$ cat src/rtl/dma_cache_port_if.sv
// Bus bundle between the DMA engine, the DMA-to-cache port and the cache.
// The slave modport is the port block's view; master is the environment's view.
interface dma_cache_port_if #(
    parameter int N_LANE      = 4,
    parameter int LANE_W      = 64,
    parameter int ADDR_W      = 40,
    parameter int TID_W       = 7,
    parameter int CACHE_TID_W = 12,
    parameter int TYPE_W      = 4,
    parameter int MAX_OUTST   = 4
);
    localparam int CNT_W = $clog2(MAX_OUTST + 1);

    // DMA request side
    logic                         req_valid;
    logic                         req_ready;
    logic [ADDR_W-1:0]            req_addr;
    logic [LANE_W-1:0]            req_wdata;
    logic [LANE_W/8-1:0]          req_mask;
    logic [TID_W-1:0]             req_tid;
    logic [TYPE_W-1:0]            req_type;
    logic                         req_is_wr;

    // cache request side
    logic                         cache_req_valid;
    logic                         cache_req_ready;
    logic [ADDR_W-1:0]            cache_req_paddr;
    logic [N_LANE*LANE_W-1:0]     cache_req_data;
    logic [N_LANE*LANE_W/8-1:0]   cache_req_mask;
    logic [CACHE_TID_W-1:0]       cache_req_tid;
    logic [TYPE_W-1:0]            cache_req_type;

    // cache response side
    logic                         cache_rsp_valid;
    logic                         cache_rsp_ready;
    logic [N_LANE*LANE_W-1:0]     cache_rsp_data;
    logic [CACHE_TID_W-1:0]       cache_rsp_tid;

    // DMA response side
    logic                         rsp_valid;
    logic                         rsp_ready;
    logic [LANE_W-1:0]            rsp_rdata;
    logic [TID_W-1:0]             rsp_tid;
    logic                         rsp_is_wr;

    // status
    logic [CNT_W-1:0]             outst_cnt;
    logic                         err_tid_mismatch;
    logic                         err_unexp_rsp;

    modport slave (
        input  req_valid, req_addr, req_wdata, req_mask, req_tid, req_type, req_is_wr,
        output req_ready,
        output cache_req_valid, cache_req_paddr, cache_req_data, cache_req_mask,
               cache_req_tid, cache_req_type,
        input  cache_req_ready,
        input  cache_rsp_valid, cache_rsp_data, cache_rsp_tid,
        output cache_rsp_ready,
        output rsp_valid, rsp_rdata, rsp_tid, rsp_is_wr,
        input  rsp_ready,
        output outst_cnt, err_tid_mismatch, err_unexp_rsp
    );

    modport master (
        output req_valid, req_addr, req_wdata, req_mask, req_tid, req_type, req_is_wr,
        input  req_ready,
        input  cache_req_valid, cache_req_paddr, cache_req_data, cache_req_mask,
               cache_req_tid, cache_req_type,
        output cache_req_ready,
        output cache_rsp_valid, cache_rsp_data, cache_rsp_tid,
        input  cache_rsp_ready,
        input  rsp_valid, rsp_rdata, rsp_tid, rsp_is_wr,
        output rsp_ready,
        input  outst_cnt, err_tid_mismatch, err_unexp_rsp
    );
endinterface

$ cat src/rtl/dma_cache_port.sv
// DMA-to-cache port: steers a single-lane DMA access into one lane of a wide
// cache access, tracks outstanding transactions in order, and returns the
// selected lane of each cache response through a small response FIFO.
module dma_cache_port #(
    parameter int N_LANE      = 4,
    parameter int LANE_W      = 64,
    parameter int ADDR_W      = 40,
    parameter int TID_W       = 7,
    parameter int CACHE_TID_W = 12,
    parameter int TYPE_W      = 4,
    parameter int MAX_OUTST   = 4,
    parameter int RSP_DEPTH   = 2
) (
    input  logic             clk,
    input  logic             rstn,
    dma_cache_port_if.slave  bus
);
    localparam int MASK_W = LANE_W / 8;
    localparam int OFF    = $clog2(MASK_W);
    localparam int LIW    = (N_LANE > 1) ? $clog2(N_LANE) : 1;
    localparam int CNT_W  = $clog2(MAX_OUTST + 1);
    localparam int TP_W   = (MAX_OUTST > 1) ? $clog2(MAX_OUTST) : 1;
    localparam int RC_W   = $clog2(RSP_DEPTH + 1);
    localparam int RP_W   = (RSP_DEPTH > 1) ? $clog2(RSP_DEPTH) : 1;

    // tracker FIFO state
    logic [TID_W-1:0]  trk_tid_q  [MAX_OUTST];
    logic [LIW-1:0]    trk_lane_q [MAX_OUTST];
    logic              trk_wr_q   [MAX_OUTST];
    logic [TP_W-1:0]   trk_wp, trk_rp;
    logic [CNT_W-1:0]  trk_cnt;

    // response FIFO state
    logic [LANE_W-1:0] rsp_data_q [RSP_DEPTH];
    logic [TID_W-1:0]  rsp_tid_q  [RSP_DEPTH];
    logic              rsp_wr_q   [RSP_DEPTH];
    logic [RP_W-1:0]   rsp_wp, rsp_rp;
    logic [RC_W-1:0]   rsp_cnt;

    logic [LIW-1:0]    lane;
    logic              trk_full, trk_empty, trk_push, trk_pop;
    logic              rsp_full, rsp_push, rsp_pop, rsp_acc, stray;
    logic              req_ready_int, cache_rsp_ready_int, rsp_valid_int;
    logic [N_LANE*LANE_W-1:0] req_data;
    logic [N_LANE*MASK_W-1:0] req_mask;
    logic [LANE_W-1:0] head_lane_data;
    logic              unused_rsp_tid_hi;

    function automatic logic [TP_W-1:0] trk_next(input logic [TP_W-1:0] p);
        return (p == TP_W'(MAX_OUTST - 1)) ? '0 : p + TP_W'(1);
    endfunction

    function automatic logic [RP_W-1:0] rsp_next(input logic [RP_W-1:0] p);
        return (p == RP_W'(RSP_DEPTH - 1)) ? '0 : p + RP_W'(1);
    endfunction

    // lane index comes from the address bits just above the in-lane byte offset
    generate
        if (N_LANE > 1) begin : g_lane
            assign lane = bus.req_addr[OFF +: LIW];
        end else begin : g_lane_single
            assign lane = '0;
        end
    endgenerate

    // only the low TID_W bits of the returned cache tid are meaningful here
    assign unused_rsp_tid_hi = ^bus.cache_rsp_tid;

    assign trk_full  = (trk_cnt == CNT_W'(MAX_OUTST));
    assign trk_empty = (trk_cnt == '0);
    assign rsp_full  = (rsp_cnt == RC_W'(RSP_DEPTH));
    assign rsp_valid_int = (rsp_cnt != '0);

    // handshakes are gated by rstn so nothing is offered or accepted in reset;
    // a full tracker blocks new requests even if it pops this cycle
    assign req_ready_int       = rstn & bus.cache_req_ready & ~trk_full;
    assign cache_rsp_ready_int = rstn & (trk_empty | ~rsp_full | bus.rsp_ready);

    assign trk_push = bus.req_valid & req_ready_int;
    assign rsp_acc  = bus.cache_rsp_valid & cache_rsp_ready_int;
    assign trk_pop  = rsp_acc & ~trk_empty;
    assign stray    = rsp_acc & trk_empty;
    assign rsp_push = trk_pop;
    assign rsp_pop  = rsp_valid_int & bus.rsp_ready;

    // place write data and byte enables into the addressed lane, zero elsewhere
    always_comb begin
        req_data = '0;
        req_mask = '0;
        for (int i = 0; i < N_LANE; i++) begin
            if (lane == LIW'(i)) begin
                req_data[i*LANE_W +: LANE_W] = bus.req_wdata;
                req_mask[i*MASK_W +: MASK_W] = bus.req_mask;
            end
        end
    end

    // pick the lane recorded for the oldest outstanding transaction
    always_comb begin
        head_lane_data = '0;
        for (int i = 0; i < N_LANE; i++) begin
            if (trk_lane_q[trk_rp] == LIW'(i)) begin
                head_lane_data = bus.cache_rsp_data[i*LANE_W +: LANE_W];
            end
        end
    end

    assign bus.req_ready       = req_ready_int;
    assign bus.cache_req_valid = rstn & bus.req_valid & ~trk_full;
    assign bus.cache_req_paddr = bus.req_addr;
    assign bus.cache_req_data  = req_data;
    assign bus.cache_req_mask  = req_mask;
    assign bus.cache_req_tid   = CACHE_TID_W'(bus.req_tid);
    assign bus.cache_req_type  = bus.req_type;
    assign bus.cache_rsp_ready = cache_rsp_ready_int;
    assign bus.rsp_valid       = rsp_valid_int;
    assign bus.rsp_rdata       = rsp_data_q[rsp_rp];
    assign bus.rsp_tid         = rsp_tid_q[rsp_rp];
    assign bus.rsp_is_wr       = rsp_wr_q[rsp_rp];
    assign bus.outst_cnt       = trk_cnt;

    // tracker pointers and occupancy
    always_ff @(posedge clk or negedge rstn) begin
        if (!rstn) begin
            trk_wp  <= '0;
            trk_rp  <= '0;
            trk_cnt <= '0;
        end else begin
            if (trk_push) trk_wp <= trk_next(trk_wp);
            if (trk_pop)  trk_rp <= trk_next(trk_rp);
            case ({trk_push, trk_pop})
                2'b10:   trk_cnt <= trk_cnt + CNT_W'(1);
                2'b01:   trk_cnt <= trk_cnt - CNT_W'(1);
                default: trk_cnt <= trk_cnt;
            endcase
        end
    end

    // tracker storage: tid, lane and direction of each accepted request
    always_ff @(posedge clk) begin
        if (trk_push) begin
            trk_tid_q[trk_wp]  <= bus.req_tid;
            trk_lane_q[trk_wp] <= lane;
            trk_wr_q[trk_wp]   <= bus.req_is_wr;
        end
    end

    // response FIFO pointers and occupancy
    always_ff @(posedge clk or negedge rstn) begin
        if (!rstn) begin
            rsp_wp  <= '0;
            rsp_rp  <= '0;
            rsp_cnt <= '0;
        end else begin
            if (rsp_push) rsp_wp <= rsp_next(rsp_wp);
            if (rsp_pop)  rsp_rp <= rsp_next(rsp_rp);
            case ({rsp_push, rsp_pop})
                2'b10:   rsp_cnt <= rsp_cnt + RC_W'(1);
                2'b01:   rsp_cnt <= rsp_cnt - RC_W'(1);
                default: rsp_cnt <= rsp_cnt;
            endcase
        end
    end

    // response FIFO storage: payload always comes from the tracker head
    always_ff @(posedge clk) begin
        if (rsp_push) begin
            rsp_data_q[rsp_wp] <= head_lane_data;
            rsp_tid_q[rsp_wp]  <= trk_tid_q[trk_rp];
            rsp_wr_q[rsp_wp]   <= trk_wr_q[trk_rp];
        end
    end

    // sticky error flags, cleared only by reset
    always_ff @(posedge clk or negedge rstn) begin
        if (!rstn) begin
            bus.err_tid_mismatch <= 1'b0;
            bus.err_unexp_rsp    <= 1'b0;
        end else begin
            if (trk_pop && (bus.cache_rsp_tid[TID_W-1:0] != trk_tid_q[trk_rp]))
                bus.err_tid_mismatch <= 1'b1;
            if (stray)
                bus.err_unexp_rsp <= 1'b1;
        end
    end
endmodule
$ cat src/flat_wrapper.sv
// flat-port wrapper written by rule: the top's interface ports become plain ports
module dma_cache_port_flat 
#(
    parameter int N_LANE      = 4,
    parameter int LANE_W      = 64,
    parameter int ADDR_W      = 40,
    parameter int TID_W       = 7,
    parameter int CACHE_TID_W = 12,
    parameter int TYPE_W      = 4,
    parameter int MAX_OUTST   = 4,
    parameter int RSP_DEPTH   = 2
)
  (clk, rstn, bus_req_valid, bus_req_addr, bus_req_wdata, bus_req_mask, bus_req_tid, bus_req_type, bus_req_is_wr, bus_req_ready, bus_cache_req_valid, bus_cache_req_paddr, bus_cache_req_data, bus_cache_req_mask, bus_cache_req_tid, bus_cache_req_type, bus_cache_req_ready, bus_cache_rsp_valid, bus_cache_rsp_data, bus_cache_rsp_tid, bus_cache_rsp_ready, bus_rsp_valid, bus_rsp_rdata, bus_rsp_tid, bus_rsp_is_wr, bus_rsp_ready, bus_outst_cnt, bus_err_tid_mismatch, bus_err_unexp_rsp);
  dma_cache_port_if #(.N_LANE(N_LANE), .LANE_W(LANE_W), .ADDR_W(ADDR_W), .TID_W(TID_W), .CACHE_TID_W(CACHE_TID_W), .TYPE_W(TYPE_W), .MAX_OUTST(MAX_OUTST)) bus_i ();
  input  logic clk;
  input  logic rstn;
  input wire logic [$bits(bus_i.req_valid)-1:0] bus_req_valid;
  input wire logic [$bits(bus_i.req_addr)-1:0] bus_req_addr;
  input wire logic [$bits(bus_i.req_wdata)-1:0] bus_req_wdata;
  input wire logic [$bits(bus_i.req_mask)-1:0] bus_req_mask;
  input wire logic [$bits(bus_i.req_tid)-1:0] bus_req_tid;
  input wire logic [$bits(bus_i.req_type)-1:0] bus_req_type;
  input wire logic [$bits(bus_i.req_is_wr)-1:0] bus_req_is_wr;
  output wire logic [$bits(bus_i.req_ready)-1:0] bus_req_ready;
  output wire logic [$bits(bus_i.cache_req_valid)-1:0] bus_cache_req_valid;
  output wire logic [$bits(bus_i.cache_req_paddr)-1:0] bus_cache_req_paddr;
  output wire logic [$bits(bus_i.cache_req_data)-1:0] bus_cache_req_data;
  output wire logic [$bits(bus_i.cache_req_mask)-1:0] bus_cache_req_mask;
  output wire logic [$bits(bus_i.cache_req_tid)-1:0] bus_cache_req_tid;
  output wire logic [$bits(bus_i.cache_req_type)-1:0] bus_cache_req_type;
  input wire logic [$bits(bus_i.cache_req_ready)-1:0] bus_cache_req_ready;
  input wire logic [$bits(bus_i.cache_rsp_valid)-1:0] bus_cache_rsp_valid;
  input wire logic [$bits(bus_i.cache_rsp_data)-1:0] bus_cache_rsp_data;
  input wire logic [$bits(bus_i.cache_rsp_tid)-1:0] bus_cache_rsp_tid;
  output wire logic [$bits(bus_i.cache_rsp_ready)-1:0] bus_cache_rsp_ready;
  output wire logic [$bits(bus_i.rsp_valid)-1:0] bus_rsp_valid;
  output wire logic [$bits(bus_i.rsp_rdata)-1:0] bus_rsp_rdata;
  output wire logic [$bits(bus_i.rsp_tid)-1:0] bus_rsp_tid;
  output wire logic [$bits(bus_i.rsp_is_wr)-1:0] bus_rsp_is_wr;
  input wire logic [$bits(bus_i.rsp_ready)-1:0] bus_rsp_ready;
  output wire logic [$bits(bus_i.outst_cnt)-1:0] bus_outst_cnt;
  output wire logic [$bits(bus_i.err_tid_mismatch)-1:0] bus_err_tid_mismatch;
  output wire logic [$bits(bus_i.err_unexp_rsp)-1:0] bus_err_unexp_rsp;
  assign bus_i.req_valid = bus_req_valid;
  assign bus_i.req_addr = bus_req_addr;
  assign bus_i.req_wdata = bus_req_wdata;
  assign bus_i.req_mask = bus_req_mask;
  assign bus_i.req_tid = bus_req_tid;
  assign bus_i.req_type = bus_req_type;
  assign bus_i.req_is_wr = bus_req_is_wr;
  assign bus_req_ready = bus_i.req_ready;
  assign bus_cache_req_valid = bus_i.cache_req_valid;
  assign bus_cache_req_paddr = bus_i.cache_req_paddr;
  assign bus_cache_req_data = bus_i.cache_req_data;
  assign bus_cache_req_mask = bus_i.cache_req_mask;
  assign bus_cache_req_tid = bus_i.cache_req_tid;
  assign bus_cache_req_type = bus_i.cache_req_type;
  assign bus_i.cache_req_ready = bus_cache_req_ready;
  assign bus_i.cache_rsp_valid = bus_cache_rsp_valid;
  assign bus_i.cache_rsp_data = bus_cache_rsp_data;
  assign bus_i.cache_rsp_tid = bus_cache_rsp_tid;
  assign bus_cache_rsp_ready = bus_i.cache_rsp_ready;
  assign bus_rsp_valid = bus_i.rsp_valid;
  assign bus_rsp_rdata = bus_i.rsp_rdata;
  assign bus_rsp_tid = bus_i.rsp_tid;
  assign bus_rsp_is_wr = bus_i.rsp_is_wr;
  assign bus_i.rsp_ready = bus_rsp_ready;
  assign bus_outst_cnt = bus_i.outst_cnt;
  assign bus_err_tid_mismatch = bus_i.err_tid_mismatch;
  assign bus_err_unexp_rsp = bus_i.err_unexp_rsp;
  dma_cache_port #(.N_LANE(N_LANE), .LANE_W(LANE_W), .ADDR_W(ADDR_W), .TID_W(TID_W), .CACHE_TID_W(CACHE_TID_W), .TYPE_W(TYPE_W), .MAX_OUTST(MAX_OUTST), .RSP_DEPTH(RSP_DEPTH)) u_core (.clk(clk), .rstn(rstn), .bus(bus_i));
endmodule
$ cat config.mk
export PLATFORM = sky130hd
export DESIGN_NAME = dma_cache_port_flat
export DESIGN_NICKNAME = d
export VERILOG_FILES = /design/src/rtl/dma_cache_port_if.sv /design/src/rtl/dma_cache_port.sv /design/src/flat_wrapper.sv
export SDC_FILE = /design/constraint.sdc
export NUM_CORES = 1
export LEC_CHECK = 0
export CAP_MARGIN = 30
export CORE_AREA = 8 8 316 318
export DETAILED_ROUTE_END_ITERATION = 12
export DIE_AREA = 0 0 324 326
export HOLD_SLACK_MARGIN = 0.05
export MAX_ROUTING_LAYER = met4
export PLACE_DENSITY = 0.4
export REMOVE_ABC_BUFFERS = 1
export SLEW_MARGIN = 10
export SYNTH_ARGS = -nofsm -noshare
export SYNTH_HDL_FRONTEND = slang
export SYNTH_SLANG_ARGS = --single-unit
$ cat constraint.sdc
create_clock -name clk -period 6 [get_ports clk]
set_input_delay 1.2 -clock clk [delete_from_list [all_inputs] [get_ports clk]]
set_output_delay 1.2 -clock clk [all_outputs]
set_load 0.05 [all_outputs]
==> summary.md, run 1 <==
| Metric | Value |
|---|---|
| Status | finished clean |
| Final instance area | just over 20000 um^2 |
| Fmax | 0.1953 GHz |
| Clock sinks | 197 |
| DP Worst Slack | 0.8354 ns |
| Worst R2R Path Depth | 3 |
| Slew @ Worst Pin | 0.8991 ns |
| Worst rel slew slack | 40.06% |
| Clock root cell | clkbuf_16 |
| CP cell instances | buf_2 -> nor2b_4 -> buf_4 -> and2_1 -> clkdlybuf4s50_1 |
| Layout cells sized above 1 | 14.21% |
| Die outline width | 324 um |
| Routed wl met2 | 27.12 mm |
| Max Used Layer | met4 |
| Post-Syn Area | 11340 um^2 |
| Vias | 9489 |
| Max cap viols | 0 |
| Die area | 105600 um^2 |
| R2R Path Start | u_core.trk_rp[1] |
| Area grow syn2layout | 80.18% |
| Post-Synth Simple-Gate Area | 17.17% |
| Arr. time, crit path | 3.92 ns |
| Gpl congestion | around 0.93 |
| Avg Vias per Cell | around 3.4 |
| RSZ-0062 raised after global routing | no |
| Sequential-to-total area share from yosys stat | 51.59% |
| Cell count after synthesis | 815 |
| DRC errors left | 0 |
| Slowest stage delay, CP | 0.84 ns |
| Crit path time final | 5.121 ns |
| Multi-input gate area | 4795 um^2 |
| Post-route ant nets | 0 |
| CP Capture Type | primary output |
| Reg clk slew, reported paths | 0.09 ns |
| Pleak | 0.007027 uW |
| CTS buffer count | 17 |
| TNS Setup | 0 ns |
| Reg2reg end | u_core.rsp_data_q[1][60] |
| Max rail drop VDD | 187.9 uV |
| Fillers | a little over 10000 |
| Slew Viols, Final | 0 |
| H-tree depth | 4 |
| Final WS setup | 0.8790 ns |
| Post-CTS Setup Bufs | 0 |
| HP Class | reg2reg |
| First-pass GRT wire length | 83.74 mm |
| Placed cell areas | 19740 um^2 |
| Clock skew | about 0.024 ns |
| Commonest non-fill, non-tap cells in the layout | clkdlybuf4s50_1 (726), and2_1 (217), edfxtp_1 (184) |
| Vias in the first global route | 10417 |
| FF/Latch Area | between 5000 and 6000 um^2 |
| Avg WL per Cell | 22.85 um |
| Met3 wire length | around 8.8 mm |
| Synth Register Bits | 197 |
| Port Buffer Count | 728 |
| Mux cell area share after synthesis | 22.33% |
| WS Path Type | in2out |
| Crit-path max FO | 45 |
| Final setup violating endpoints | 0 |
| Yosys Warn Count | 0 |
| Row count | roughly 110 |
| Reg-to-reg slack, setup | 2.86 ns |
| Avg Synthesized Cell Area | roughly 14 um^2 |
| Remaining Overflow, GRT | 0 |
| Largest net degree at the start of global routing | 78 |
| PD cells | 348.8 nW/um^2 |
| Die Y | roughly 330 um |
| Period utilization | between 80% and 90% |
| Initial antenna violation count | 21 |
| Cts hold-fix bufs | 0 |
| Maximum clock path buffer count | 2 |
| Drt pass-1 iters | 4 |
| Crit start category | primary input |
| Iteration-0 DRC Markers | about 370 |
| Core area | roughly 94000 um^2 |
| Highest-delay cell along the critical path | clkdlybuf4s50_1 |
| Post-Synth Adder-Cell Area | 0.9489% |
| Post-CTS Resized | 0 |
| Most common cell after layout, fill and taps aside | clkdlybuf4s50_1 |
| Top Ports | between 800 and 900 |
| Yosys cell types | 31 |
| Compound-cell area share of the yosys netlist | 0.1765% |
| Net count, final | 1871 |
| Post-Route WL | 63.06 mm |
| Post-detail-place hpwl | between 50 and 60 mm |
| Critical path launch point | bus_req_addr[4] |
| Final hold violations | 0 |
| Overall routing resource usage | 11.59% |
| CTS tree | done |
| Final Util | 21.63% |
| Initial core utilization | 12.01% |
| Worst-Skew Late Latency | 0.48 ns |
| Largest family of logic cells by synthesized area | multiplexers |
| Critical Path End | bus_cache_req_data[155] |
| M1 WL | 26.38 mm |
| CP Data Required Time | 4.80 ns |
| Synth Area in XOR/XNOR | 1.159% |
[kinds of logic (layout without fill, tap and decap cells)]
family | after synthesis | after routing
other | 1 | 22
XOR/XNOR | 15 | 15
buffers and inverters | 126 | 785
flip-flops | 197 | 197
AND/OR/NAND/NOR | 314 | 314
adder cells (fa/ha/maj) | 8 | 8
multiplexers | 151 | 151
AO/OA/AOI/OAI | 3 | 3
[worst min-delay path by stage]
stage	from	endpoint	slack [ns]	cells past startpoint
6_report	u_core.bus.err_unexp_rsp	u_core.bus.err_unexp_rsp	0.49	1
5_1_grt	u_core.bus.err_unexp_rsp	u_core.bus.err_unexp_rsp	0.50	1
4_1_cts	u_core.bus.err_unexp_rsp	u_core.bus.err_unexp_rsp	0.49	1
3_5_place_dp	u_core.bus.err_unexp_rsp	u_core.bus.err_unexp_rsp	0.47	1
3_3_place_gp	u_core.rsp_cnt[1]	u_core.rsp_cnt[1]	0.46	1
2_1_floorplan	u_core.rsp_cnt[1]	u_core.rsp_cnt[1]	0.45	1
[state kept, by name (all words and copies together) (netlist names)]
register / flops
u_core.rsp_rp: 1
u_core.bus.err_unexp_rsp: 1
u_core.bus.outst_cnt: 3
u_core.trk_lane_q: 8
u_core.rsp_data_q: 128
u_core.rsp_cnt: 2
u_core.bus.err_tid_mismatch: 1
u_core.trk_tid_q: 28
u_core.rsp_wr_q: 2
u_core.trk_rp: 2
u_core.rsp_wp: 1
u_core.trk_wp: 2
u_core.rsp_tid_q: 14
u_core.trk_wr_q: 4
[per-stage QoR]
step / hold slack (ns) / cells / power, uW
finish: 0.4871 / 2760 / 7127
global route: 0.5022 / 2758 / 7491
CTS: 0.4905 / 2743 / 7308
detailed placement: 0.4720 / 2711 / 6027
global placement: 0.4649 / 2710 / 5982
floorplan: 0.4471 / 700 / 4477
[power breakdown]
part	total [uW]	switching, uW	internal (uW)	leakage (uW)
Combinational	3810	2260	1560	0.00489
Clock	1230	635	590	0.000312
Sequential	2090	157	1930	0.00182
Total	7130	3050	4080	0.00703
[synth_stat cells]
master | count | area share [%]
nand4_1 | 1 | 0.055
ha_1 | 7 | 0.77
edfxtp_1 | 184 | 49
nor2b_1 | 2 | 0.11
clkbuf_1 | 47 | 1.6
o21bai_1 | 1 | 0.066
or2_2 | 1 | 0.055
mux2i_1 | 1 | 0.088
nor2_1 | 7 | 0.23
conb_1 | 1 | 0.033
nor3b_1 | 1 | 0.066
buf_6 | 7 | 0.70
xnor2_1 | 3 | 0.23
dfrtp_1 | 13 | 2.9
fa_1 | 1 | 0.18
mux4_2 | 74 | 15
nand2_1 | 1 | 0.033
nor3_1 | 1 | 0.044
clkbuf_2 | 1 | 0.044
nand3_1 | 1 | 0.044
nor3_2 | 1 | 0.088
inv_1 | 7 | 0.23
and3_1 | 78 | 4.3
a21boi_0 | 1 | 0.066
xor2_1 | 12 | 0.93
mux2_2 | 76 | 7.5
buf_4 | 56 | 3.7
buf_2 | 8 | 0.35
a21oi_1 | 1 | 0.044
and2_1 | 218 | 12
nor4_1 | 2 | 0.11
[cell type report]
cell class / count / area share, %
inverter: 7 / 0.1286
antenna: 17 / 0.2082
clock buffer: 17 / 2.082
clock inverter: 15 / 1.096
sequential: 197 / 28.65
multi-input combinational: 496 / 23.47
tap: 1265 / 7.746
timing repair buffer: 746 / 36.62
[critical path, delay by kind of cell]
family / cells / cell delay, ns
and+or+nand+nor: 2 / 0.83
buffers and inverters: 3 / 1.86
[metal layers]
metal | vias up | GRT usage, %
li1 | 4263 | -
met5 | - | -
met1 | 4587 | 13.47
met3 | 38 | 6.857
met4 | 0 | 2.417
met2 | 601 | 17.19
Power figures use the tool's default switching activity.
==> run 2: changes to the inputs <==
- CORE_AREA: 8 8 316 318 -> 8 8 314 316
- DIE_AREA: 0 0 324 326 -> 0 0 322 324
- DONT_BUFFER_PORTS: not set -> 1
- PLACE_DENSITY: 0.4 -> 0.3
==> summary.md, run 2 (synthesized netlist as in run 1, its figures left out) <==
| Metric | Value |
|---|---|
| Maximum clock path buffer count | 2 (unchanged) |
| Avg WL per Cell | 26.79 um (+17%) |
| Reg2reg end | u_core.rsp_data_q[1][62] |
| R2R Path Start | u_core.trk_rp[0] |
| Drt pass-1 iters | 4 (unchanged) |
| Row count | 113 (unchanged) |
| Max cap viols | 0 (unchanged) |
| Initial antenna violation count | 34 (+62%) |
| Largest net degree at the start of global routing | 81 (+3.8%) |
| Largest register by flop count | u_core.rsp_data_q |
| Die outline width | 322 um (-0.62%) |
| Cells after DPL | 1975 (-27%) |
| Overall routing resource usage | 10.01% (-1.6 points) |
| Slew Viols, Final | 0 (unchanged) |
| Iteration-0 DRC Markers | 412 (+12%) |
| Die area | 104300 um^2 (-1.2%) |
| Clock root cell | clkbuf_16 |
| PD cells | 471.4 nW/um^2 (+35%) |
| DRC errors left | 0 (unchanged) |
| Post-CTS Resized | 0 (unchanged) |
| CTS tree | done |
| TNS Setup | 0 ns (unchanged) |
| Worst-Skew Late Latency | 0.49 ns (about the same) |
| RSZ-0062 raised after global routing | no |
| Net count, final | 1137 (-39%) |
| Avg Vias per Cell | 3.406 (-0.92%) |
| First-pass GRT wire length | 68.41 mm (-18%) |
| Die Y | 324 um (-0.61%) |
| HP Class | in2async |
| H-tree depth | 4 (unchanged) |
| Fmax | 0.2686 GHz (+38%) |
| Post-route ant nets | 0 (unchanged) |
| Pleak | 0.004238 uW (-40%) |
| Worst R2R Path Depth | 4 (+1) |
| Fillers | 10532 (+2.8%) |
| Vias | 6922 (-27%) |
| CP cell instances | buf_4 -> mux2_2 |
| Slew @ Worst Pin | 1.019 ns (+0.1202 ns) |
| Arr. time, crit path | 2.52 ns (-1.40 ns) |
| WS Path Type | reg2out |
| Vias in the first global route | 7581 (-27%) |
| Max rail drop VDD | 175.0 uV (-6.9%) |
| Post-Route WL | 54.44 mm (-14%) |
| CTS buffer count | 17 (unchanged) |
| Remaining Overflow, GRT | 0 (unchanged) |
| Slowest stage delay, CP | 0.93 ns (+0.09 ns) |
| CP Data Required Time | 4.80 ns (about the same) |
| Crit-path max FO | 51 (+13%) |
| Crit path time final | 3.723 ns (-1.398 ns) |
| Reg clk slew, reported paths | 0.09 ns (about the same) |
| Layout cells sized above 1 | 26.88% (+13 points) |
| Period utilization | 62.05% (-23 points) |
| Final Power | 6158 uW (-14%) |
| Post-detail-place hpwl | 44.74 mm (-15%) |
| Most common cell after layout, fill and taps aside | and2_1 |
| Area grow syn2layout | 15.18% |
| Highest-delay cell along the critical path | dfrtp_4 |
| Final setup violating endpoints | 0 (unchanged) |
| Top Ports | 823 (unchanged) |
| Non-Filler Instances | 2032 (-26%) |
| Gpl congestion | 0.7622 (-18%) |
| Crit start category | register |
| Reg-to-reg slack, setup | 2.73 ns (-0.13 ns) |
| Status | finished clean |
| Commonest non-fill, non-tap cells in the layout | and2_1 (217), edfxtp_1 (184), and3_1 (78) |
| Clock skew | 0.02753 ns (+0.003842 ns) |
| Port Buffer Count | 0 (-100%) |
| Biggest regs | u_core.rsp_data_q: 128 flops, u_core.trk_tid_q: 28 flops, u_core.rsp_tid_q: 14 flops |
| Post-CTS Setup Bufs | 0 (unchanged) |
| Flip-flop count of the largest register after layout | 128 (unchanged) |
| Final hold violations | 0 (unchanged) |
| Core area | 93880 um^2 (-0.60%) |
| Clock sinks | 197 (unchanged) |
| CP Capture Type | primary output |
| Initial core utilization | 12.08% (+0.072 points) |
| Worst rel slew slack | 31.90% (-8.2 points) |
| Cts hold-fix bufs | 0 (unchanged) |
run 2: power breakdown:
part | total (uW) | switching (uW) | internal [uW]
clock network | 1130 | 578 | 553
logic | 2860 | 1960 | 900
registers | 2170 | 237 | 1930
total | 6160 | 2780 | 3380
run 2: final cells by class:
cell class / count / area, um^2 / share of cell area [%]
diodes: 23 / 57.56 / 0.4407
clock buffers: 19 / 432.9 / 3.314
clock inverters: 13 / 135.1 / 1.035
inverters: 7 / 26.28 / 0.2012
multi-input cells: 496 / 4795 / 36.71
flip-flops and latches: 197 / 5854 / 44.82
well taps: 1265 / 1583 / 12.12
repair buffers: 12 / 177.7 / 1.360
run 2: worst max-delay path, delay by kind of cell (launching register included):
family                 cells  cell delay [ns]
buffers and inverters      1             0.46
flip-flops                 1             0.93
multiplexers               1             0.54
run 2: through the flow:
| step | hold slack [ns] | area (um^2) | utilization [%] | worst slack [ns] |
|---|---|---|---|---|
| after floorplan | 0.4471 | 10630 | - | 0.7417 |
| after global placement | 0.4803 | 12320 | 13.12 | 1.935 |
| after detailed placement | 0.4819 | 12400 | 13.21 | 2.311 |
| after CTS | 0.3192 | 12970 | 13.82 | 2.060 |
| after global routing | 0.3358 | 13030 | 13.88 | 2.036 |
| final | 0.3957 | 13060 | 13.91 | 2.277 |
run 2: layer usage:
| layer | global-route usage (%) | wire length (um) | vias to the layer above |
|---|---|---|---|
| met4 | 3.317 | 1230 | 0 |
| met1 | 10.25 | 19710 | 3396 |
| met5 | - | 0 | - |
| met2 | 16.24 | 26280 | 639 |
| li1 | - | - | 2789 |
| met3 | 5.599 | 7218 | 98 |
run 2: how the worst max path moves through the flow:
stage	startpoint	endpoint	slack [ns]	depth (start not counted)
after floorplan	bus_cache_rsp_valid	u_core.rsp_data_q[0][0]	0.74	4
after global placement	bus_req_addr[3]	bus_cache_req_data[78]	1.93	2
after detailed placement	bus_req_addr[3]	bus_cache_req_data[78]	2.31	3
after CTS	u_core.rsp_rp	bus_rsp_rdata[57]	2.06	2
after global routing	u_core.rsp_rp	bus_rsp_rdata[57]	2.04	2
final	u_core.rsp_rp	bus_rsp_rdata[51]	2.28	2
